===== src/rtl/core_pkg.sv =====
// Shared core definitions: phase encoding, reset instruction and fetch FSM states.
package core_pkg;

  localparam logic [2:0] ST_FETCH  = 3'd0;
  localparam logic [2:0] ST_DECODE = 3'd1;
  localparam logic [2:0] ST_EXEC   = 3'd2;
  localparam logic [2:0] ST_MEM    = 3'd3;
  localparam logic [2:0] ST_WRITE  = 3'd4;

  // addi x0,x0,0
  localparam logic [31:0] NOP_INSTR = 32'h0000_0013;

  typedef enum logic [1:0] {
    FS_IDLE = 2'd0,
    FS_REQ  = 2'd1,
    FS_DONE = 2'd2
  } fetch_state_t;

endpackage


===== src/rtl/fetch_unit_next_pc_sel.sv =====
// Next-PC target selection (jal/jalr/bge/sequential) with alignment check.
module next_pc_sel (
  input  logic [31:0] pc,
  input  logic [31:0] imm,
  input  logic [31:0] alu_result,
  input  logic        branch_uc,
  input  logic        branch_c,
  input  logic        branch_relative,
  output logic [31:0] target,
  output logic        misaligned
);

  always_comb begin
    target = pc + 32'd4;
    if (branch_uc && !branch_relative) begin
      // jalr clears bit 0; bit 1 may still be set and is caught below
      target = {alu_result[31:1], 1'b0};
    end else if (branch_uc && branch_relative) begin
      target = pc + imm;
    end else if (branch_c && alu_result[0]) begin
      target = pc + imm;
    end
  end

  assign misaligned = |target[1:0];

endmodule


===== src/rtl/fetch_unit.sv =====
// Instruction fetch and PC unit. Optional FETCH_INSTRET_EN adds a 64-bit
// retired-instruction counter output (instret).
module fetch_unit
  import core_pkg::*;
#(
  parameter logic [31:0] RESET_PC  = 32'h0000_0000,
  parameter logic [31:0] NOP_INSTR = 32'h0000_0013
) (
  input  logic        clk,
  input  logic        rst,
  input  logic [2:0]  state,
  input  logic        branch_uc,
  input  logic        branch_c,
  input  logic        branch_relative,
  input  logic [31:0] imm,
  input  logic [31:0] alu_result,
  output logic        imem_req,
  output logic [31:0] imem_addr,
  input  logic        imem_ready,
  input  logic [31:0] imem_rdata,
  output logic [31:0] instr_raw,
  output logic [31:0] pc,
  output logic [31:0] pc_plus4,
  output logic        fetch_done,
  output logic        misalign
`ifdef FETCH_INSTRET_EN
  ,
  output logic [63:0] instret
`endif
);

  fetch_state_t fsm_reg, fsm_next;
  logic         prev_write_reg;
  logic [31:0]  target;
  logic         target_misaligned;
  logic         capture;
  logic         write_entry;

  next_pc_sel u_next_pc_sel (
    .pc              (pc),
    .imm             (imm),
    .alu_result      (alu_result),
    .branch_uc       (branch_uc),
    .branch_c        (branch_c),
    .branch_relative (branch_relative),
    .target          (target),
    .misaligned      (target_misaligned)
  );

  always_ff @(posedge clk or posedge rst) begin
    if (rst) fsm_reg <= FS_IDLE;
    else     fsm_reg <= fsm_next;
  end

  // DONE holds until the phase leaves FETCH so only one fetch happens per phase
  always_comb begin
    fsm_next = fsm_reg;
    imem_req = 1'b0;
    case (fsm_reg)
      FS_IDLE: if (state == ST_FETCH && !misalign) fsm_next = FS_REQ;
      FS_REQ: begin
        imem_req = 1'b1;
        if (imem_ready) fsm_next = FS_DONE;
      end
      FS_DONE: if (state != ST_FETCH) fsm_next = FS_IDLE;
      default: fsm_next = FS_IDLE;
    endcase
  end

  assign capture     = (fsm_reg == FS_REQ) && imem_ready;
  assign write_entry = (state == ST_WRITE) && !prev_write_reg;
  assign imem_addr   = pc;
  assign pc_plus4    = pc + 32'd4;

  always_ff @(posedge clk or posedge rst) begin
    if (rst) begin
      instr_raw      <= NOP_INSTR;
      fetch_done     <= 1'b0;
      pc             <= RESET_PC;
      misalign       <= 1'b0;
      prev_write_reg <= 1'b0;
    end else begin
      fetch_done     <= capture;
      prev_write_reg <= (state == ST_WRITE);
      if (capture) instr_raw <= imem_rdata;
      if (write_entry) begin
        if (target_misaligned) misalign <= 1'b1;
        else                   pc       <= target;
      end
    end
  end

`ifdef FETCH_INSTRET_EN
  always_ff @(posedge clk or posedge rst) begin
    if (rst)                                   instret <= 64'd0;
    else if (write_entry && !target_misaligned) instret <= instret + 64'd1;
  end
`endif

endmodule


===== config.mk =====
export PLATFORM = sky130hd
export DESIGN_NAME = fetch_unit
export DESIGN_NICKNAME = d
export VERILOG_FILES = /design/src/rtl/core_pkg.sv /design/src/rtl/fetch_unit_next_pc_sel.sv /design/src/rtl/fetch_unit.sv
export SDC_FILE = /design/constraint.sdc
export NUM_CORES = 1
export LEC_CHECK = 0
export CAP_MARGIN = 5
export CORE_MARGIN = 10
export CORE_UTILIZATION = 30
export CTS_BUF_LIST = sky130_fd_sc_hd__clkbuf_4
export DETAILED_ROUTE_END_ITERATION = 10
export MAX_ROUTING_LAYER = met4
export PLACE_DENSITY = 0.66
export SYNTH_ARGS = -nofsm -noshare
export SYNTH_HDL_FRONTEND = slang
export SYNTH_SLANG_ARGS = --single-unit

===== constraint.sdc =====
create_clock -name clk -period 5.4 [get_ports clk]
set_clock_uncertainty 0.1 [all_clocks]
set_input_delay 1.08 -clock clk [delete_from_list [all_inputs] [get_ports clk]]
set_output_delay 1.08 -clock clk [all_outputs]
set_load 0.05 [all_outputs]

* After elaboration in Yosys (flattened, before gate mapping) *
Index checks and enable logic that the tools add are counted.

cells by class
  add/subtract/negate cells = 2
  eq/ne operators = 6
  reductions and logical operators = 16
  multiplexer cells = 8
  bitwise logic cells = 1

operator list
  cell                     count
  $mux W32                 3
  $add A32 B3 Y32 const B  1
  $add A32 B32 Y32         1
  $logic_and A1 B1 Y1      6
  $mux W2                  3
  $ne A2 B2 Y1 const B     3
  $pmux W2 S3              1
  $reduce_and A2 Y1        2
  $eq A3 B3 Y1 const B     1
  $logic_not A1 Y1         3
  $logic_not A3 Y1         1
  $reduce_and A3 Y1        1
  $reduce_bool A3 Y1       1
  $eq A2 B1 Y1 const B     1
  $eq A2 B2 Y1 const B     1
  $logic_not A2 Y1         1
  $reduce_or A2 Y1         1
  $mux W1                  1
  $not A1 Y1               1

storage, ports and cells
  register bits after elaboration = 69

* Depth between registers and ports, before layout *
  depth in word-level cells = 7
  mapped depth = 10
  depth with buffers taken out = 10

* Hierarchy *
Synthesis repeated with hierarchy kept, for this count alone.

second synthesis, totals
  cell total of the unflattened synthesis = 722
  area total of the unflattened synthesis = 6249.7 um^2

by module, submodules not included
  module       cells an instance  area an instance (um^2)  instances
  fetch_unit   274                3374.5                   1
  next_pc_sel  448                2875.3                   1

* Least setup slack after synthesis *
No wires, ideal clock.

  path type = reg2out
  start = register pc[2], in the netlist imem_addr[2]
  end = output port pc_plus4[28]
  arrival time = 2791 ps
  slack = 1429 ps
  buffers on the path = 0
  data required time = 4220 ps
  cell stages (with the launch flop) = 8
  path through = dfrtp_1 -> ha_1 -> nand2_1 -> nor3_1 -> nand2_1 -> inv_1 -> nand4_1 -> xnor2_1

on the way
  cells in the longest elaborated chain, start to end = 1

ends and longest elaborated chain
  what                    RTL line          source
  from (decl)             fetch_unit.sv:22  output logic [31:0] pc,
  from (signal assigned)  fetch_unit.sv:88  else pc <= target;
  $add A32 B3 Y32         fetch_unit.sv:73  assign pc_plus4 = pc + 32'd4;
  to (decl)               fetch_unit.sv:23  output logic [31:0] pc_plus4,

No other way between the ends.

* Worst setup path in the final report *
  start = register pc[2], in the netlist imem_addr[2]
  end = output port pc_plus4[27]

Same word-level chain as after synthesis.

==> impl_metrics.py <==
metrics = {
    "cts": {
        "cts_tree": "built",
        "h-tree-depth": 3,
        "hold_buffers": 0,
        "clockRootBuffer": "clkbuf_4",
        "ctsResizeCount": 0,
        "cts_num_sinks": 69,
        "cts.reportedPaths.clkPinSlew_ns": 0.14,
        "insertion_delay_ns": 0.46,
        "postCtsSetupBuffers": 0,
        "cts_buffers": 9,
        "clock_path_buffers": 2,
    },
    "routing": {
        "wl_met2_um": 10300,
        "drtIter0Drc": 393,
        "routed.top_layer": "met4",
        "wl_met3_um": 1300,
        "vias": 5845,
        "viasPerCell": 5.13,
        "wl_met1_um": 9480,
        "drc_errors": 0,
        "wl_per_cell_um": 18.7,
        "wirelength_um": 21300,
        "drt_first_pass_iters": 5,
        "drtAntennaViolNets": 0,
    },
    "yosys": {
        "synth.distinct_cells": 64,
        "synth.avg_cell_area_sq_um": 7.88,
        "synth-warning-count": 0,
        "synth_top_area_cell": "dfrtp_1",
        "yosysTopAreaCellShare_pct": 29.5,
        "synth_edf_count": 0,
        "synth-async-reset-ratio_pct": 100,
        "ys_ff_latch": 69,
        "syn_nets": 848,
        "synth.cell_area_sq_um": 5590,
        "seq_area_frac_synth_pct": 30.9,
        "synth-main-ff-cell": "dfrtp_1",
        "synth_area_leaders": "dfrtp_1 30%, nand2_1 11%, ha_1 7.2%, xnor2_1 4.9%, buf_4 4.6%",
        "synthTopCellsByCount": "161 x nand2_1, 66 x dfrtp_1, 45 x o21ai_0",
        "synthCells": 710,
        "yosysMostFrequentCell": "nand2_1",
    },
    "timing": {
        "worst_slew_pin_slew_ns": 0.994,
        "maxSlewHeadroom_pct": 33.6,
        "fin_setup_tns_ns": 0,
        "finalCritPeriodShare_pct": 83.1,
        "fmax_mhz": 223,
        "setup_viol": 0,
        "fin_ws_ns": 0.911,
        "period_needed_ns": 4.49,
        "finalHoldViolCount": 0,
        "hold-worst-slack_ns": 0.369,
        "grt_setup_unrepaired": "false",
        "timing.final.max_slew_violations": 0,
    },
    "power": {
        "power_density_nw_per_um2": 593,
        "p_leak_nw": 3.47,
        "vdd.ir_drop.worst_mv": 0.350,
    },
    "finish": {
        "area_growth_pct": 44.3,
        "drive_above_1_share_pct": 4.41,
        "final_nets": 1040,
        "post-route-cell-area_sq_um": 8070,
    },
    "global_route": {
        "grt_pass1_wl_um": 32800,
        "antenna_found_initial": 2,
        "grt_pass1_vias": 5757,
        "grt_max_degree": 43,
        "grt_overflow": 0,
        "grt.total_usage_pct": 17.3,
    },
    "setup_path": {
        "critPathKind": "flop to output pin",
        "crit_path_end_kind": "output pin",
        "worst_path_max_delay_cell": "clkdlybuf4s50_1",
        "cp_max_fo": 9,
        "required_ns": 4.22,
        "start_kind": "flop",
        "crit_chain": "nand2_1, or4_4, nor2b_4, nand3_1, xnor2_1, clkdlybuf4s50_1",
        "worstPathArrival_ns": 3.31,
        "cp_slowest_stage_delay_ns": 0.87,
    },
    "placed_design": {
        "placed_area_sq_um": 7930,
        "dpl_worst_slack_ns": 1.23,
        "gp_congestion": 0.901,
        "io_buffers": 235,
        "hpwl_um": 16600,
    },
    "run": {
        "max_cap_viol_count": 0,
    },
    "floorplanning": {
        "start_util_pct": 30.8,
        "rows": 49,
        "die_h_um": 157,
        "die_w_um": 157,
        "fp.coreArea_sq_um": 18100,
        "io_pins": 236,
        "die_area_sq_um": 24500,
    },
    "status": {
        "status": "complete, no violations",
    },
    "worst_hold_path": {
        "worst_hold_path_type": "flop to flop",
    },
}
kinds of logic after synthesis:
kind of cell	synth area share, %
adders and majority gates	7.52
muxes	0.895
AOI/OAI and AO/OA	21.9
and+or+nand+nor	23.4
xor gates and xnor gates	7.52
buffers and inverters	7.83
DFF	30.9
cells in the final DEF (no fill, tap or decap), drive strengths merged, types with 5 or more instances in the layout:
master and instances:
and3 14, a21o 20, nor3 11, a211oi 8
mux2i 5, nor2 35, and2 6, nand3 26
xor2 17, a31oi 8, buf 9, or3 7
nand2 162, xnor2 31, nand4 10, o211ai 11
o31ai 9, clkdlybuf4s50 235, nor2b 6, dfrtp 66
clkbuf 9, ha 32, a21oi 40, o21ai 48
inv 21
final timing paths:
path / startpoint / to / slack (ns) / depth (start not counted)
max in group asynchronous: rst / prev_write_reg / 3.19 / 3
max: imem_addr[2] / pc_plus4[27] / 0.91 / 6
min reg2reg: instr_raw[1] / instr_raw[1] / 0.37 / 2
max reg2reg: imem_addr[0] / imem_addr[26] / 2.24 / 10
min in group asynchronous: rst / instr_raw[12] / 1.04 / 2
min: instr_raw[1] / instr_raw[1] / 0.37 / 2
per-layer routing:
layer / vias up / track usage, %
li1: 2873 / -
met1: 2757 / 21.6
met2: 203 / 27.8
met3: 12 / 3.37
met4: 0 / 5.30
met5: - / -
cell type report:
class / count / area [sq um]
multi-input combinational: 561 / 3430
sequential: 69 / 1730
fill: 1832 / 10100
antenna: 3 / 7.51
inverter: 17 / 63.8
clock buffer: 9 / 67.6
clock inverter: 7 / 62.6
timing repair buffer: 244 / 2420
tap: 229 / 287
report_power, final:
part	switching [mW]	internal, mW	leakage, nW	total (mW)
Sequential	0.267	0.706	0.847	0.973
Combinational	2.27	1.20	2.56	3.47
Clock	0.246	0.104	0.0695	0.350
Total	2.78	2.01	3.47	4.79
critical path: cells and delay by family (launching register included):
kind,cells,cell delay (ns)
xor gates and xnor gates,1,0.25
buffers and inverters,1,0.87
DFF,1,0.55
and+or+nand+nor,4,1.18
metrics by stage:
step,util [%],instances,power (mW)
floorplan,-,710,3.42
global placement,43.7,1120,4.44
detailed placement,43.7,1120,4.45
CTS,44.4,1136,4.82
global route,44.5,1138,5.07
finish,44.5,1139,4.79
No activity file was read; power rests on OpenSTA's default activity.
